--- src/rtl/multiplicador_if.sv ---
// Handshake and data bundle for the signed Booth multiplier.
// The requester (master) drives the operands and the start pulse; the
// multiplier (slave) returns the product halves plus busy/done status.
interface multiplicador_if #(
  parameter int WIDTH = 32
);
  logic             start;
  logic [WIDTH-1:0] A;
  logic [WIDTH-1:0] B;
  logic [WIDTH-1:0] Hi;
  logic [WIDTH-1:0] Lo;
  logic             busy;
  logic             done;

  modport master (
    output start,
    output A,
    output B,
    input  Hi,
    input  Lo,
    input  busy,
    input  done
  );

  modport slave (
    input  start,
    input  A,
    input  B,
    output Hi,
    output Lo,
    output busy,
    output done
  );
endinterface

--- src/rtl/multiplicador.sv ---
// Sequential signed multiplier using radix-2 Booth recoding, one
// iteration per clock. A request is accepted only in IDLE; the product
// appears on Hi/Lo together with a one-cycle done pulse WIDTH cycles later.
// Hi/Lo hold the last product until the next one completes or reset.
module multiplicador #(
  parameter int WIDTH = 32
) (
  input logic            clk,
  input logic            reset,
  multiplicador_if.slave bus
);

  localparam int CW = $clog2(WIDTH + 1);
  localparam logic [CW-1:0] LAST_ITER = CW'(WIDTH - 1);

  localparam logic [1:0] IDLE = 2'd0;
  localparam logic [1:0] CALC = 2'd1;
  localparam logic [1:0] DONE = 2'd2;

  logic [1:0]       state;
  logic [WIDTH-1:0] mcand;
  logic [WIDTH:0]   acc;
  logic [WIDTH-1:0] q;
  logic             qm1;
  logic [CW-1:0]    cnt;
  logic [WIDTH-1:0] hi;
  logic [WIDTH-1:0] lo;

  logic [WIDTH:0]   mcandExt;
  logic [WIDTH:0]   accSum;
  logic [WIDTH:0]   shAcc;
  logic [WIDTH-1:0] shQ;
  logic             shQm1;
  logic             lastIter;

  // Booth recoding of the current multiplier bit pair: add, subtract or
  // keep the multiplicand; the extra accumulator bit absorbs the carry that
  // the most negative multiplicand would otherwise overflow.
  always_comb begin
    mcandExt = {mcand[WIDTH-1], mcand};
    accSum   = acc;
    case ({q[0], qm1})
      2'b01:   accSum = acc + mcandExt;
      2'b10:   accSum = acc - mcandExt;
      default: accSum = acc;
    endcase
  end

  // Arithmetic right shift of the combined {acc, Q, Q(-1)} register by one.
  always_comb begin
    shAcc    = {accSum[WIDTH], accSum[WIDTH:1]};
    shQ      = {accSum[0], q[WIDTH-1:1]};
    shQm1    = q[0];
    lastIter = (cnt == LAST_ITER);
  end

  // Control FSM and datapath registers; reset wins over every transition.
  always_ff @(posedge clk) begin
    if (reset) begin
      state <= IDLE;
      mcand <= '0;
      acc   <= '0;
      q     <= '0;
      qm1   <= 1'b0;
      cnt   <= '0;
      hi    <= '0;
      lo    <= '0;
    end else begin
      case (state)
        IDLE: begin
          if (bus.start) begin
            mcand <= bus.A;
            q     <= bus.B;
            acc   <= '0;
            qm1   <= 1'b0;
            cnt   <= '0;
            state <= CALC;
          end
        end
        CALC: begin
          acc <= shAcc;
          q   <= shQ;
          qm1 <= shQm1;
          cnt <= cnt + CW'(1);
          if (lastIter) begin
            hi    <= shAcc[WIDTH-1:0];
            lo    <= shQ;
            state <= DONE;
          end
        end
        DONE: begin
          state <= IDLE;
        end
        default: begin
          state <= IDLE;
        end
      endcase
    end
  end

  assign bus.Hi   = hi;
  assign bus.Lo   = lo;
  assign bus.busy = (state == CALC);
  assign bus.done = (state == DONE);

endmodule

--- src/flat_wrapper.sv ---
// flat-port wrapper written by rule: the top's interface ports become plain ports
module multiplicador_flat 
#(
  parameter int WIDTH = 32
)
  (clk, reset, bus_start, bus_A, bus_B, bus_Hi, bus_Lo, bus_busy, bus_done);
  multiplicador_if #(.WIDTH(WIDTH)) bus_i ();
  input logic clk;
  input logic reset;
  input wire logic [$bits(bus_i.start)-1:0] bus_start;
  input wire logic [$bits(bus_i.A)-1:0] bus_A;
  input wire logic [$bits(bus_i.B)-1:0] bus_B;
  output wire logic [$bits(bus_i.Hi)-1:0] bus_Hi;
  output wire logic [$bits(bus_i.Lo)-1:0] bus_Lo;
  output wire logic [$bits(bus_i.busy)-1:0] bus_busy;
  output wire logic [$bits(bus_i.done)-1:0] bus_done;
  assign bus_i.start = bus_start;
  assign bus_i.A = bus_A;
  assign bus_i.B = bus_B;
  assign bus_Hi = bus_i.Hi;
  assign bus_Lo = bus_i.Lo;
  assign bus_busy = bus_i.busy;
  assign bus_done = bus_i.done;
  multiplicador #(.WIDTH(WIDTH)) u_core (.clk(clk), .reset(reset), .bus(bus_i));
endmodule
--- config.mk ---
export PLATFORM = sky130hd
export DESIGN_NAME = multiplicador_flat
export DESIGN_NICKNAME = d
export VERILOG_FILES = /design/src/rtl/multiplicador_if.sv /design/src/rtl/multiplicador.sv /design/src/flat_wrapper.sv
export SDC_FILE = /design/constraint.sdc
export NUM_CORES = 1
export LEC_CHECK = 0
export CAP_MARGIN = 0
export CORE_ASPECT_RATIO = 0.9
export CORE_MARGIN = 5
export CORE_UTILIZATION = 50
export DETAILED_ROUTE_END_ITERATION = 10
export HOLD_SLACK_MARGIN = 0.02
export PLACE_DENSITY = 0.74
export REMOVE_ABC_BUFFERS = 1
export SYNTH_ARGS = -nofsm -noshare
export SYNTH_HDL_FRONTEND = slang
export SYNTH_SLANG_ARGS = --single-unit
--- constraint.sdc ---
create_clock -name clk -period 4.59 [get_ports clk]
set_input_delay 0.6885 -clock clk [delete_from_list [all_inputs] [get_ports clk]]
set_output_delay 0.6885 -clock clk [all_outputs]
set_load 0.05 [all_outputs]
### Word-level counts from Yosys, hierarchy flattened

Cells that the tools add are included.
Widths: inputs -> output; s select.

| storage, ports and cells | value |
|---|---|
| word-level logic and storage cells | 36 |
| register bits | 170 |
| output and inout port bits | 66 |

| cells by class | value |
|---|---|
| mux-type cells | 12 |
| eq/ne operators | 7 |
| reduce and logical (&&, ||, !) cells | 6 |
| $add $sub $neg | 3 |

Operators by type and width:

| cell | number |
|---|---|
| $pmux 33 s2 | 2 |
| $pmux 32 s2 | 1 |
| $add 33x33->33 | 1 |
| $mux 33 | 1 |
| $sub 33x33->33 | 1 |
| $mux 32 | 1 |
| $pmux 6 s2 | 1 |
| $reduce_and 2->1 | 4 |
| $add 6x1->6 const B | 1 |
| $eq 6x5->1 const B | 1 |
| $mux 6 | 1 |
| $eq 2x1->1 const B | 2 |
| $eq 2x2->1 const B | 2 |
| $mux 2 | 2 |
| $pmux 2 s2 | 1 |
| $logic_not 2->1 | 1 |
| $ne 2x1->1 const B | 1 |
| $ne 2x2->1 const B | 1 |
| $pmux 1 s2 | 1 |
| $reduce_bool 2->1 | 1 |
| $mux 1 | 1 |

### Longest topological paths before layout

| logic depth | value |
|---|---|
| depth after elaboration | 3 |
| depth in mapped cells | 18 |

### Worst setup path after synthesis

Ideal clock, no wire load.

| timing | value |
|---|---|
| path type | reg-to-reg |
| start | register u_core.mcand[0] |
| end | register u_core.acc[31] |
| slack | 393 ps |
| stages on the path, launching flop included | 18 |
| required time | 4520 ps |
| path buffers | 1 |
| period minus slack after synthesis | 4197 ps |
| arrival time | 4126 ps |
| cells stage by stage | dfxtp_1 -> inv_1 -> ha_1 -> or4b_2 -> or3_4 -> nor2_1 -> a21oi_1 -> xnor2_1 -> ha_1 -> clkbuf_1 -> and4_1 -> and3_1 -> nand2_1 -> a211oi_1 -> o21a_1 -> nor3_1 -> or3_1 -> a21oi_1 |

| on the way | value |
|---|---|
| longest elaborated chain between the ends | 3 |
| elaborated cells on any way between the ends | 4 |
| classes of those cells | add/sub (2); mux (2) |

Ends and longest elaborated chain:

| element | RTL line | source |
|---|---|---|
| start: declaration | multiplicador.sv:21 | `logic [WIDTH-1:0] mcand;` |
| start signal: assignment | multiplicador.sv:72 | `mcand <= bus.A;` |
| $sub 33x33->33 or $add 33x33->33 (tied branches) | multiplicador.sv:44, multiplicador.sv:43 |  |
| $pmux 33 s2 * | multiplicador.sv:42 | `case ({q[0], qm1})` |
| $pmux 33 s2 * | multiplicador.sv:69 | `case (state)` |
| end signal: assignment | multiplicador.sv:62 | `acc <= '0;` |
| end signal: assignment | multiplicador.sv:74 | `acc <= '0;` |
| end signal: assignment | multiplicador.sv:81 | `acc <= shAcc;` |
| end: declaration | multiplicador.sv:22 | `logic [WIDTH:0] acc;` |

Mark *: on every way between the ends. The rest lies on a longest branch, timed or not.
A chain may end at the register's enable or synchronous reset.

### Worst setup path after layout

| timing | value |
|---|---|
| start | register u_core.mcand[10] |
| end | register u_core.acc[31] |

Same word-level chain as after synthesis.

==> metrics.txt <==
Post-synth ARST share 0%; die area 0.02081 mm2; combinational family with the most area after synthesis simple AND/OR/NAND/NOR gates; DRC viols 0; antenna viol nets, final 0; final worst slack 0.3038 ns; Yosys top cell area share 37.55%; Placed Area 0.01052 mm2; fin area 0.01121 mm2; cts bufs inserted 17; reg2reg setup slack 0.30 ns; number of I/O port buffers 132; core area 0.01767 mm2; Bufs and invs on worst path 2; Final Max Slew Viols 0; Hold Crit Class reg -> reg; Critical-path top delay cell or4_1; slew margin rel. between 30% and 40%; Fin. Hold Viols 0; Post-Synthesis Cells 1226; share of post-route cells with drive strength above 1 5.918%; first-pass GRT wire length 40760 um; worst-path fanout max 9; Worst Setup SP u_core.mcand[10]; most frequent cells in the layout nand2_1 (205), dfxtp_1 (169), a21oi_1 (159); simple logic cell fraction of the synthesized area 24.20%; CTS tree yes; initial antenna violation count 0; Reg2Reg Depth 16; final cycle utilization of the critical path 93.38%; non-filler cells in the finished layout between 1500 and 2000; Nets 1425; outcome finished clean; mux contribution to synthesized area less than 1%; CTS Hold Bufs 0; setup TNS 0 ns; register area share after synthesis a little under two fifths; Post-synth EDFFs 0; HPWL after detailed placement 17340 um; cell area after synthesis 0.009010 mm2; yosys warns 0; Post-Route WL 25740 um; FILL cells 1592; critical path endpoint category flip-flop; Post-Synth Adder-Cell Area 5.083%; clk_skew 0.01135 ns; initial core utilization 50.99%; Slew @ Worst Pin 1.043 ns; post-synth cell types 63; fin util 63.43%; Mean Syn Cell Area 7.349 um2; Ports 133; Tot GR Track Use 24.25%; CP required around 5.0 ns; RSZ-0062 raised after global routing false; number of global-route vias before repair 7925; Crit Path Class reg -> reg; maxcap violations 0; die height between 100 and 150 um; Worst-Skew Late Latency 0.43 ns; CTS root buf clkbuf_16; worst-case clock buffer depth 2; clock-pin slew on the worst setup and hold paths 0.07 ns; antenna diode count 0; Critical R2R Capture u_core.acc[31]; most common flop cell mapped by yosys dfxtp_1; largest net degree at the start of global routing 95; vias per cell about 5.7; PD cells between 300 and 400 mW/mm2; Post-CTS Setup Inserts 0; drt wl/cell 16.34 um; Critical Path, Cell by Cell or4_1, or4_4, nor2_1, buf_4, a21oi_1, xnor2_1, ha_2, and4_1, and3_1, nand2_1, a211oi_1, buf_4, o31ai_2, nor3_2, or3_1, a21oi_1; Sink Count 169; Leakage ~4.1 nW; area fraction in compound gates after synthesis 22.89%; TritonRoute pass-1 iters 5; crit path to u_core.acc[31]; Worst Path Arrival between 4 and 5 ns; via count around 8900; area leader, netlist dfxtp_1; Achievable Freq 233.3 MHz; synthesized flop and latch total ~170; Placed Cells between 1500 and 2000; htree depth 4; CP peak stage delay 0.67 ns; layout overhead on the synthesized area 24.40%; die span in x 151.5 um; row cnt 46; critical path startpoint category flip-flop; Tmin final roughly 4.3 ns; global route overflow 0; endpoints failing setup 0; Area contributors post-synth dfxtp_1 (38%), a21oi_1 (8.8%), nand2_1 (8.6%); worst r2r src u_core.mcand[10]; IR drop worst, VDD 279.5 uV; Critical Path Stages 16; commonest non-fill, non-tap cell in the layout nand2_1; initial drt markers approximately 670; dpl ws approximately 0.16 ns; crit-path leading delay family simple AND/OR/NAND/NOR gates; RePlAce Congestion slightly below 1; XOR/XNOR share of the synthesized area 5.249%
report_power, final:
part / leakage, nW / total (mW) / internal, mW / switching [mW]
registers: 1.38 / 1.59 / 1.53 / 0.0601
clock network: 0.304 / 1.53 / 0.838 / 0.692
logic: 2.41 / 0.969 / 0.385 / 0.584
total: 4.09 / 4.09 / 2.75 / 1.34
worst min path at each step:
stage | startpoint | endpoint | slack [ns] | cells after the start
final | u_core.bus.Lo[12] | u_core.bus.Lo[12] | 0.45 | 2
after global routing | u_core.bus.Lo[12] | u_core.bus.Lo[12] | 0.47 | 2
after CTS | u_core.bus.Lo[12] | u_core.bus.Lo[12] | 0.46 | 2
after detailed placement | u_core.bus.Lo[12] | u_core.bus.Lo[12] | 0.45 | 2
after global placement | u_core.bus.Lo[1] | u_core.bus.Lo[1] | 0.44 | 2
after floorplan | u_core.q[31] | u_core.bus.Lo[30] | 0.44 | 2
kinds of logic after synthesis:
logic type | Yosys count
AOI/OAI and AO/OA | 353
DFF | 169
adders and majority gates | 36
xor gates and xnor gates | 54
buffers and inverters | 104
muxes | 6
and+or+nand+nor | 504
Yosys cell counts, drive strengths merged, types with 2 or more instances:
cell type and instances:
nor4 6, o21bai 4, o22ai 2, and3 6, o31a 3, o21ai 88
or4 5, ha 35, a21oi 159, a22oi 3, nor3 54, o31ai 3
nand4 6, o21ba 2, o211ai 10, and2 8, mux2i 5, nand2b 6
a21o 11, inv 25, or3 9, a211o 2, nor2 148, a221o 2
clkbuf 71, dfxtp 169, xor2 7, o21a 8, nand2 206, nand3 38
xnor2 47, a31oi 23, buf 7, a311oi 4, nor2b 6, a211oi 17
metal layers:
layer / global-route usage [%] / part of all wire (%)
met3: 4.013 / 6.9
met5: 0 / 0
met4: 6.387 / 1.1
met1: 34.79 / 47
met2: 37.97 / 45
repair_timing:
| action | in CTS | in global routing |
|---|---|---|
| setup endpoints to repair | 2 | 10 |
| pin swaps | 0 | 1 |
| resized for setup | 1 | 10 |
layout make-up:
cell class | instances | area [um2] | area share [%]
Multi-Input combinational cell | 953 | 5310 | 47.38
Sequential cell | 169 | 3383 | 30.19
Timing Repair Buffer | 155 | 1491 | 13.31
Clock buffer | 17 | 425.4 | 3.796
Tap cell | 240 | 300.3 | 2.679
Clock inverter | 15 | 200.2 | 1.786
Inverter | 26 | 97.59 | 0.8707
worst reg2reg max path, stage by stage (launching register included):
cell and delay, ns:
dfxtp_1 0.36, or4_1 0.67, or4_4 0.56, nor2_1 0.14, buf_4 0.14, a21oi_1 0.07, xnor2_1 0.26, ha_2 0.38
and4_1 0.26, and3_1 0.21, nand2_1 0.06, a211oi_1 0.04, buf_4 0.18, o31ai_2 0.34, nor3_2 0.08, or3_1 0.32
a21oi_1 0.14
through the flow:
stage | hold WS, ns | power, mW
floorplan | 0.4359 | 2.268
global placement | 0.4409 | 2.553
detailed placement | 0.4453 | 2.562
CTS | 0.4551 | 4.080
global route | 0.4733 | 4.290
finish | 0.4531 | 4.087
state kept, by name (all words and copies together) (netlist names):
signal / flops
u_core.acc: 32
u_core.bus.Hi: 32
u_core.bus.Lo: 32
u_core.cnt: 6
u_core.mcand: 32
u_core.q: 32
u_core.qm1: 1
u_core.state: 2
Note: power is estimated with default switching activity, not from simulation.
